--- src/rtl/ahb_split_arbiter_if.sv ---
`default_nettype none
// ============================================================================
// Module      : ahb_split_arbiter_if
// Description : Bus-side signal bundle for the SPLIT-aware AHB arbiter.
//               The master modport is the arbiter's view; the slave modport
//               is the view of the bus fabric / masters that drive it.
// Revision    : 1.0 - initial release
// ============================================================================
interface ahb_split_arbiter_if #(
    parameter int NO_OF_MASTERS = 4
);
    localparam int MW = $clog2(NO_OF_MASTERS);

    logic [NO_OF_MASTERS-1:0] HBUSREQ;
    logic [NO_OF_MASTERS-1:0] HLOCK;
    logic                     HREADY;
    logic [1:0]               HRESP;
    logic [NO_OF_MASTERS-1:0] HSPLIT;
    logic [NO_OF_MASTERS-1:0] HGRANT;
    logic [MW-1:0]            HMASTER;
    logic                     HMASTLOCK;
    logic [NO_OF_MASTERS-1:0] split_mask;

    // Arbiter side: samples requests/responses, drives grant and ownership.
    modport master (
        input  HBUSREQ, HLOCK, HREADY, HRESP, HSPLIT,
        output HGRANT, HMASTER, HMASTLOCK, split_mask
    );

    // Fabric side: drives requests/responses, observes grant and ownership.
    modport slave (
        output HBUSREQ, HLOCK, HREADY, HRESP, HSPLIT,
        input  HGRANT, HMASTER, HMASTLOCK, split_mask
    );
endinterface
`default_nettype wire

--- src/rtl/ahb_split_arbiter.sv ---
`default_nettype none
// ============================================================================
// Module      : ahb_split_arbiter
// Description : Round-robin AHB arbiter that removes SPLIT masters from
//               arbitration until their HSPLIT bit re-enables them. Parks
//               on DEFAULT_MASTER (or the lowest unmasked master) when idle.
// Revision    : 1.0 - initial release
// ============================================================================
module ahb_split_arbiter #(
    parameter int NO_OF_MASTERS  = 4,
    parameter int DEFAULT_MASTER = 0
) (
    input  logic                 HCLK,
    input  logic                 HRESET,
    ahb_split_arbiter_if.master  bus
);
    localparam int MW = $clog2(NO_OF_MASTERS);

    localparam logic [1:0]               c_resp_split = 2'd3;
    localparam logic [NO_OF_MASTERS-1:0] c_one        = {{(NO_OF_MASTERS-1){1'b0}}, 1'b1};

    logic [NO_OF_MASTERS-1:0] r_hgrant;
    logic [MW-1:0]            r_hmaster;
    logic                     r_hmastlock;
    logic [NO_OF_MASTERS-1:0] r_split_mask;
    logic [MW-1:0]            r_rr_ptr;
    logic [MW-1:0]            r_dp_master;

    logic                     w_split;
    logic                     w_update;
    logic [NO_OF_MASTERS-1:0] w_split_set;
    logic [NO_OF_MASTERS-1:0] w_arb_mask;
    logic [NO_OF_MASTERS-1:0] w_eligible;
    logic                     w_lock_hold;
    logic                     w_rr_found;
    logic [MW-1:0]            w_rr_idx;
    logic                     w_park_found;
    logic [MW-1:0]            w_park_idx;
    logic                     w_gnt_valid;
    logic [MW-1:0]            w_gnt_idx;
    logic [MW-1:0]            w_addr_master;
    logic [NO_OF_MASTERS-1:0] w_next_grant;
    logic [MW-1:0]            w_next_rr;

    // A SPLIT is only meaningful in the wait state of a data phase; the
    // master being split is excluded from the arbitration on that same edge.
    assign w_split     = !bus.HREADY && (bus.HRESP == c_resp_split);
    assign w_update    = bus.HREADY || w_split;
    assign w_split_set = w_split ? (c_one << r_dp_master) : '0;
    assign w_arb_mask  = r_split_mask | w_split_set;
    assign w_eligible  = bus.HBUSREQ & ~w_arb_mask;

    // A locked sequence keeps the bus unless its own transfer is being split.
    assign w_lock_hold = r_hmastlock && bus.HLOCK[r_hmaster] &&
                         !(w_split && (r_dp_master == r_hmaster));

    // Round-robin search starting just after the last request-granted master.
    always_comb begin
        w_rr_found = 1'b0;
        w_rr_idx   = r_rr_ptr;
        for (int k = 1; k <= NO_OF_MASTERS; k++) begin
            if (!w_rr_found && w_eligible[MW'((int'(r_rr_ptr) + k) % NO_OF_MASTERS)]) begin
                w_rr_found = 1'b1;
                w_rr_idx   = MW'((int'(r_rr_ptr) + k) % NO_OF_MASTERS);
            end
        end
    end

    // Parking choice: default master if unmasked, else lowest unmasked one.
    always_comb begin
        w_park_found = 1'b0;
        w_park_idx   = '0;
        for (int i = NO_OF_MASTERS - 1; i >= 0; i--) begin
            if (!w_arb_mask[MW'(i)]) begin
                w_park_found = 1'b1;
                w_park_idx   = MW'(i);
            end
        end
        if (!w_arb_mask[DEFAULT_MASTER]) begin
            w_park_found = 1'b1;
            w_park_idx   = MW'(DEFAULT_MASTER);
        end
    end

    // Index of the currently granted master (grant is one-hot or zero).
    always_comb begin
        w_gnt_valid = |r_hgrant;
        w_gnt_idx   = '0;
        for (int i = 0; i < NO_OF_MASTERS; i++) begin
            if (r_hgrant[MW'(i)]) begin
                w_gnt_idx = MW'(i);
            end
        end
    end

    // With no grant outstanding the address phase stays with its last owner.
    assign w_addr_master = w_gnt_valid ? w_gnt_idx : r_hmaster;

    // Next grant and round-robin pointer; frozen outside update edges.
    always_comb begin
        w_next_grant = r_hgrant;
        w_next_rr    = r_rr_ptr;
        if (w_update && !w_lock_hold) begin
            if (w_rr_found) begin
                w_next_grant = c_one << w_rr_idx;
                w_next_rr    = w_rr_idx;
            end else if (w_park_found) begin
                w_next_grant = c_one << w_park_idx;
            end else begin
                w_next_grant = '0;
            end
        end
    end

    // Grant, ownership pipeline and split mask registers.
    always_ff @(posedge HCLK) begin
        if (HRESET) begin
            r_hgrant     <= c_one << DEFAULT_MASTER;
            r_hmaster    <= MW'(DEFAULT_MASTER);
            r_hmastlock  <= 1'b0;
            r_split_mask <= '0;
            r_rr_ptr     <= MW'(DEFAULT_MASTER);
            r_dp_master  <= MW'(DEFAULT_MASTER);
        end else begin
            r_hgrant     <= w_next_grant;
            r_rr_ptr     <= w_next_rr;
            // Set has priority over a same-edge release of the same bit.
            r_split_mask <= (r_split_mask & ~bus.HSPLIT) | w_split_set;
            if (bus.HREADY) begin
                r_hmaster   <= w_addr_master;
                r_hmastlock <= bus.HLOCK[w_addr_master];
                r_dp_master <= r_hmaster;
            end else if (w_split) begin
                r_hmastlock <= 1'b0;
            end
        end
    end

    assign bus.HGRANT     = r_hgrant;
    assign bus.HMASTER    = r_hmaster;
    assign bus.HMASTLOCK  = r_hmastlock;
    assign bus.split_mask = r_split_mask;
endmodule
`default_nettype wire
--- src/flat_wrapper.sv ---
// flat-port wrapper written by rule: the top's interface ports become plain ports
module ahb_split_arbiter_flat 
#(
    parameter int NO_OF_MASTERS  = 4,
    parameter int DEFAULT_MASTER = 0
)
  (HCLK, HRESET, bus_HBUSREQ, bus_HLOCK, bus_HREADY, bus_HRESP, bus_HSPLIT, bus_HGRANT, bus_HMASTER, bus_HMASTLOCK, bus_split_mask);
  ahb_split_arbiter_if #(.NO_OF_MASTERS(NO_OF_MASTERS)) bus_i ();
  input  logic HCLK;
  input  logic HRESET;
  input wire logic [$bits(bus_i.HBUSREQ)-1:0] bus_HBUSREQ;
  input wire logic [$bits(bus_i.HLOCK)-1:0] bus_HLOCK;
  input wire logic [$bits(bus_i.HREADY)-1:0] bus_HREADY;
  input wire logic [$bits(bus_i.HRESP)-1:0] bus_HRESP;
  input wire logic [$bits(bus_i.HSPLIT)-1:0] bus_HSPLIT;
  output wire logic [$bits(bus_i.HGRANT)-1:0] bus_HGRANT;
  output wire logic [$bits(bus_i.HMASTER)-1:0] bus_HMASTER;
  output wire logic [$bits(bus_i.HMASTLOCK)-1:0] bus_HMASTLOCK;
  output wire logic [$bits(bus_i.split_mask)-1:0] bus_split_mask;
  assign bus_i.HBUSREQ = bus_HBUSREQ;
  assign bus_i.HLOCK = bus_HLOCK;
  assign bus_i.HREADY = bus_HREADY;
  assign bus_i.HRESP = bus_HRESP;
  assign bus_i.HSPLIT = bus_HSPLIT;
  assign bus_HGRANT = bus_i.HGRANT;
  assign bus_HMASTER = bus_i.HMASTER;
  assign bus_HMASTLOCK = bus_i.HMASTLOCK;
  assign bus_split_mask = bus_i.split_mask;
  ahb_split_arbiter #(.NO_OF_MASTERS(NO_OF_MASTERS), .DEFAULT_MASTER(DEFAULT_MASTER)) u_core (.HCLK(HCLK), .HRESET(HRESET), .bus(bus_i));
endmodule
--- config.mk ---
export PLATFORM = sky130hd
export DESIGN_NAME = ahb_split_arbiter_flat
export DESIGN_NICKNAME = d
export VERILOG_FILES = /design/src/rtl/ahb_split_arbiter_if.sv /design/src/rtl/ahb_split_arbiter.sv /design/src/flat_wrapper.sv
export SDC_FILE = /design/constraint.sdc
export NUM_CORES = 1
export LEC_CHECK = 0
export BUFFER_PORTS_ARGS = -buffer_cell sky130_fd_sc_hd__buf_2
export CAP_MARGIN = 15
export CELL_PAD_IN_SITES_DETAIL_PLACEMENT = 2
export CELL_PAD_IN_SITES_GLOBAL_PLACEMENT = 2
export CORE_MARGIN = 4
export CORE_UTILIZATION = 25
export DETAILED_ROUTE_END_ITERATION = 10
export GPL_ROUTABILITY_DRIVEN = 0
export GPL_TIMING_DRIVEN = 0
export PLACE_DENSITY_LB_ADDON = 0.1
export SYNTH_ARGS = -nofsm -noshare
export SYNTH_HDL_FRONTEND = slang
export SYNTH_SLANG_ARGS = --single-unit
--- constraint.sdc ---
create_clock -name HCLK -period 1.9 [get_ports HCLK]
set_input_delay 0.38 -clock HCLK [delete_from_list [all_inputs] [get_ports HCLK]]
set_output_delay 0.38 -clock HCLK [all_outputs]
set_load 0.1 [all_outputs]
==> results.yml, run 1 <==
floorplan:
  rows: 21
  fp.dieW_um: 67.7
  initial_core_util_pct: 26.2
  die_area_mm2: 0.00458
  ios: 28
  die_y_um: 67.7
  core_area_mm2: 0.00339
routing:
  wl_per_cell_um: 16.4
  drt-pass1-iter-count: 3
  drt_iter0_markers: 13
  via_count: 901
  antenna_left: 0
  drt_wl_total_um: 2930
  drc: 0
  vias_per_cell: 5.06
power:
  leakage_uw: 0.000508
  ir_drop_uv: 240
  p_total_uw: 798
  power_density_mw_per_mm2: 687
timing:
  layout_min_cycle_time_ns: 1.82
  skew_ns: 0.00266
  fin_crit_sh_pct: 95.7
  tightest_slew_ns: 0.564
  drv_slew: 0
  setup_viol: 0
  fmax_mhz: 550
  hold_slack_ns: 0.327
  max_slew_margin_pct: 62.1
  hold_viol_final: 0
clock_network:
  path_clk_slew_ns: 0.10
  cts_max_path_buffers: 2
  postCtsHoldBufs: 0
  htree_levels: 1
  clk-insertion-delay-late_ns: 0.29
  cts.sinks: 15
  cts_tree: "built"
  numCtsBuffers: 3
  root_buffer: "clkbuf_4"
run_status:
  status: "finished clean"
critical_path:
  arrival_ns: 2.05
  cp.required_ns: 2.14
  cp-start-kind: "register"
  critPathMaxFanout: 6
  worstSetupPathType: "reg -> reg"
  end_kind: "register"
worst_hold_path:
  min_path_type: "in -> reg"
yosys:
  synth_area_per_cell_um2: 8.90
  synth.net_count: 117
  yosys.cell_types.count: 36
  seq_area_frac_synth_pct: 33.8
  netlist_area_um2: 890
  netlist_top_cells_area: "dfxtp_1 34%, a21oi_1 5.6%, nor2_1 5.1%"
  yosys.area.top_type_share_pct: 33.8
  ys_ff_latch: 15
  synth_cells: 100
  yosysTopAreaCell: "dfxtp_1"
  yosys_warnings: 0
final_layout:
  stdcell_area_mm2: 0.00116
  nNetsFinal: 150
  antenna_cells: 0
  drive_above_1_share_pct: 47.7
  final_util_pct: 34.3
  finalNonFillerCells: 178
  area_delta_synth_final_pct: 30.5
job:
  maxCapViolCount: 0
global_routing:
  grt_pass1_wl_um: 4640
  track_usage_pct: 14.0
  overflow: 0
  grt_max_degree: 11
  grt_pass1_vias: 947
  antenna_found_initial: 0
place:
  post_dp_cell_area_mm2: 0.00111
  place.port_buffers: 27
  place_inst: 173
  dp_hpwl_um: 2300
==> power by group <==
part | internal [µW] | leakage (µW) | switching [µW]
combinational | 83.6 | 0.000363 | 174
sequential | 329 | 0.000128 | 19.3
clock | 78.4 | 0.0000177 | 114
==> path summary, 6_finish.rpt <==
path	start	end	slack, ns	cells past startpoint
setup / recovery	u_core.r_dp_master[0]	u_core.bus.HGRANT[2]	0.08	6
hold / removal	HRESET	u_core.bus.split_mask[0]	0.33	2
setup reg to reg	u_core.r_dp_master[0]	u_core.bus.HGRANT[2]	0.08	6
hold reg to reg	u_core.bus.HGRANT[0]	u_core.bus.HGRANT[0]	0.48	1
==> per-stage QoR <==
stage / TNS [ns] / setup slack, ns
CTS: 0 / 0.0205
finish: 0 / 0.0825
global placement: -0.684 / -0.303
detailed placement: -0.795 / -0.297
floorplan: -0.00302 / -0.00302
global route: -0.00183 / -0.00183
==> worst max-delay path: stages (launching register included) <==
cell and delay, ns:
dfxtp_4 0.41, and3_4 0.23, a21oi_1 0.12, a221oi_2 0.35, o22ai_2 0.14, or3_1 0.40, a21oi_2 0.11
==> cells in the mapped netlist <==
| library cell | count |
|---|---|
| o311ai_4 | 1 |
| nand2b_1 | 3 |
| dfxtp_1 | 15 |
| a21o_2 | 1 |
| o41ai_2 | 1 |
| a211oi_1 | 2 |
| a21oi_1 | 10 |
| a221oi_2 | 2 |
| mux2i_1 | 4 |
| a31oi_1 | 1 |
| a2111oi_0 | 1 |
| nand3_1 | 2 |
| clkbuf_8 | 1 |
| and2b_2 | 2 |
| xor2_1 | 2 |
| or2b_2 | 2 |
| o221ai_1 | 1 |
| and3b_1 | 1 |
| inv_1 | 3 |
| and3_4 | 1 |
| a211o_1 | 1 |
| o22ai_1 | 1 |
| a2bb2oi_1 | 1 |
| or3_1 | 2 |
| nand2_1 | 11 |
| buf_2 | 1 |
| o21ai_0 | 2 |
| a22oi_1 | 2 |
| mux4_2 | 1 |
| nand4_1 | 1 |
| o221a_2 | 1 |
| a31o_2 | 2 |
| nor2_1 | 12 |
| nor4_1 | 1 |
| a21oi_2 | 2 |
| nor2b_1 | 3 |
==> layout by cell type, fill, tap and decap left out, types with 2 or more instances in the layout <==
cell and count:
mux2i_1 4, a22oi_1 2, a21oi_1 10, dfxtp_1 5, or3_1 2, xor2_1 2, inv_1 3, buf_2 28
a21oi_2 2, nand2b_1 3, and2b_2 2, dfxtp_2 7, nor2b_1 3, a211oi_1 2, or2b_2 2, nand3_1 2
clkbuf_4 3, nand2_1 11, nor2_1 11, o21ai_1 2, a221oi_2 2, dfxtp_4 3
==> per-layer routing <==
layer / global-route usage [%] / routed length, µm
met1: 17.2 / 1330
met2: 24.1 / 1410
met3: 2.16 / 137
met4: 6.08 / 51
met5: 0 / 0
==> flip-flops by register name (all words and copies together), names as in the netlist <==
name	count
u_core.bus.HGRANT	4
u_core.bus.HMASTER	2
u_core.bus.HMASTLOCK	1
u_core.bus.split_mask	4
u_core.r_dp_master	2
u_core.r_rr_ptr	2
==> timing repair <==
| item | CTS | global route |
|---|---|---|
| resized for setup | 2 | 7 |
| setup buffers | 0 | 1 |
| pin swaps | 0 | 2 |
| setup endpoints to repair | 2 | 3 |
==> layout make-up <==
cell class	instances	area (µm²)
fill	411	2230
multi-input combinational	80	583
sequential	15	320
timing repair buffer	28	143
tap	46	57.6
clock buffer	3	22.5
buffer	2	18.8
inverter	3	11.3
clock inverter	1	5.00
==> logic make-up (layout without fill, tap and decap cells) <==
logic type / after synthesis / count (layout) / synth area share, %
xor+xnor: 2 / 2 / 1.97
compound gates: 32 / 32 / 29.8
flops: 15 / 15 / 33.8
mux: 5 / 5 / 7.03
simple gates: 41 / 41 / 24.1
buf+inv: 5 / 37 / 3.37
(Power assumes the default switching activity.)
==> inputs of run 2 (changes only) <==
--- a/config.mk
+++ b/config.mk
@@ -5,7 +5,7 @@
 export SDC_FILE = /design/constraint.sdc
 export NUM_CORES = 1
 export LEC_CHECK = 0
-export BUFFER_PORTS_ARGS = -buffer_cell sky130_fd_sc_hd__buf_2
+export BUFFER_PORTS_ARGS = -buffer_cell sky130_fd_sc_hd__buf_4
 export CAP_MARGIN = 15
 export CELL_PAD_IN_SITES_DETAIL_PLACEMENT = 2
 export CELL_PAD_IN_SITES_GLOBAL_PLACEMENT = 2
==> constraint.sdc (replaced) <==
create_clock -name HCLK -period 1.9 [get_ports HCLK]
set_input_delay 0.19 -clock HCLK [delete_from_list [all_inputs] [get_ports HCLK]]
set_output_delay 0.19 -clock HCLK [all_outputs]
set_load 0.1 [all_outputs]
==> run 2 against run 1 <==
Against the previous run: via count increased by 0.11%; clock skew increased by 0.00065 ns; worst hold slack got worse by 0.23 ns; die area unchanged; design area increased by 6.3%; global-route usage decreased by 0.36 points; clock-buffer cell count increased by 1; clock power about the same; highest routed layer unchanged.
==> results.yml, run 2 (synthesized netlist as in run 1, its figures left out) <==
run_status:
  status: "finished clean"
critical_path:
  r2r_setup_slack_ns: 0.06
  path_depth: 6
  critPathLaunch: "u_core.r_dp_master[0]"
  cp-start-kind: "register"
  worstSetupPathType: "reg -> reg"
  timing.rr.end: "u_core.bus.HGRANT[2]"
  critPathMaxFanout: 6
  critPathBufInv: 0
  crit_chain: "and3_4, a21oi_1, a221oi_2, o22ai_1, or3_1, a21oi_2"
  cp.required_ns: 2.13
  critPathSlowestCell: "dfxtp_4"
  end_kind: "register"
  cp_top_family: "compound AO/OA/AOI/OAI gates"
  r2r-start: "u_core.r_dp_master[0]"
  arrival_ns: 2.06
  r2r_cells: 6
  slowest_delay_ns: 0.41
final_layout:
  layout_commonest_cell: "buf_4"
  layout_common_cells: "27 x buf_4, 11 x nand2_1, 11 x nor2_1"
  area_delta_synth_final_pct: 38.7
  nNetsFinal: 149
  antenna_cells: 0
  stdcell_area_mm2: 0.00123
  drive_above_1_share_pct: 47.3
clock_network:
  numCtsBuffers: 3
  cts_tree: "built"
  path_clk_slew_ns: 0.09
  root_buffer: "clkbuf_4"
  postCtsHoldBufs: 0
  cts.sinks: 15
  clk-insertion-delay-late_ns: 0.29
  cts_max_path_buffers: 2
  htree_levels: 1
  cts_setup_buffers: 0
routing:
  vias_per_cell: 5.10
  via_count: 902
  drt_iter0_markers: 41
  drt-pass1-iter-count: 2
  drt_wl_total_um: 2810
  wl_per_cell_um: 15.9
  drc: 0
  antenna_left: 0
global_routing:
  grt_pass1_wl_um: 4600
  grt_max_degree: 11
  track_usage_pct: 13.7
  overflow: 0
  grt_pass1_vias: 931
  antenna_found_initial: 0
timing:
  layout_min_cycle_time_ns: 1.84
  hold_slack_ns: 0.0987
  setup_viol: 0
  max_slew_margin_pct: 72.3
  tightest_slew_ns: 0.412
  fin_ws_ns: 0.0628
  fin_crit_sh_pct: 96.7
  drv_slew: 0
  fmax_mhz: 544
  rsz0062_at_grt: "yes"
  skew_ns: 0.00332
  hold_viol_final: 0
floorplan:
  fp.dieW_um: 67.7
  core_area_mm2: 0.00339
  rows: 21
  ios: 28
  initial_core_util_pct: 26.2
  die_area_mm2: 0.00458
  die_y_um: 67.7
power:
  p_int_uw: 508
  power_frac_clock_pct: 23.5
  combPwrFrac_pct: 33.4
  p_total_uw: 810
  swShare_pct: 37.3
  ir_drop_uv: 251
  leakage_uw: 0.000516
  p_sw_uw: 302
  pwr-share-seq_pct: 43.1
  power_density_mw_per_mm2: 657
place:
  post_dp_cell_area_mm2: 0.00117
  place.port_buffers: 27
  dp_hpwl_um: 2210
  place_ws_ns: -0.0719
worst_hold_path:
  hold_path_end: "u_core.r_dp_master[1]"
  min_path_type: "in -> reg"
  hold_depth: 2
  hp-start: "HRESET"
job:
  maxCapViolCount: 0
[run 2: metal layers]
layer	wire [µm]	share of wire, %	GRT usage [%]
met5	0	0	0
met4	57	2.0	6.08
met3	101	3.6	1.83
met2	1330	47	21.6
met1	1320	47	18.4
[run 2: how the worst max path moves through the flow]
stage	slack (ns)	end
after floorplan	-0.003	u_core.bus.HGRANT[2]
after global placement	-0.11	u_core.bus.HGRANT[0]
after detailed placement	-0.07	u_core.bus.HGRANT[2]
after CTS	0.02	u_core.bus.HGRANT[0]
after global routing	-0.05	u_core.bus.HGRANT[0]
final	0.06	u_core.bus.HGRANT[2]
[run 2: layout make-up]
| cell class | instances | area [µm²] |
|---|---|---|
| timing repair buffer | 27 | 203 |
| inverter | 3 | 11.3 |
| fill | 391 | 2160 |
| sequential | 15 | 320 |
| multi-input combinational | 80 | 597 |
| tap | 46 | 57.6 |
| buffer | 2 | 18.8 |
| clock buffer | 4 | 26.3 |
[run 2: what timing repair did]
item,4_1_cts,5_1_grt
pin swaps,0,0
setup endpoints to repair,2,4
gates resized for setup,1,9
[run 2: metrics by stage]
step	instances	setup TNS [ns]	util, %
CTS	177	0	35.4
global placement	173	-0.169	34.6
floorplan	100	-0.00302	-
finish	177	0	36.4
global route	177	-0.0572	36.4
detailed placement	173	-0.125	34.6
[run 2: power groups by stage]
stage                     registers, µW  clock network (µW)  logic, µW
after detailed placement            357                   0        266
after CTS                           349                 198        267
after global routing                354                 219        291
final                               350                 190        271
after global placement              356                   0        260
after floorplan                     433                   0        110
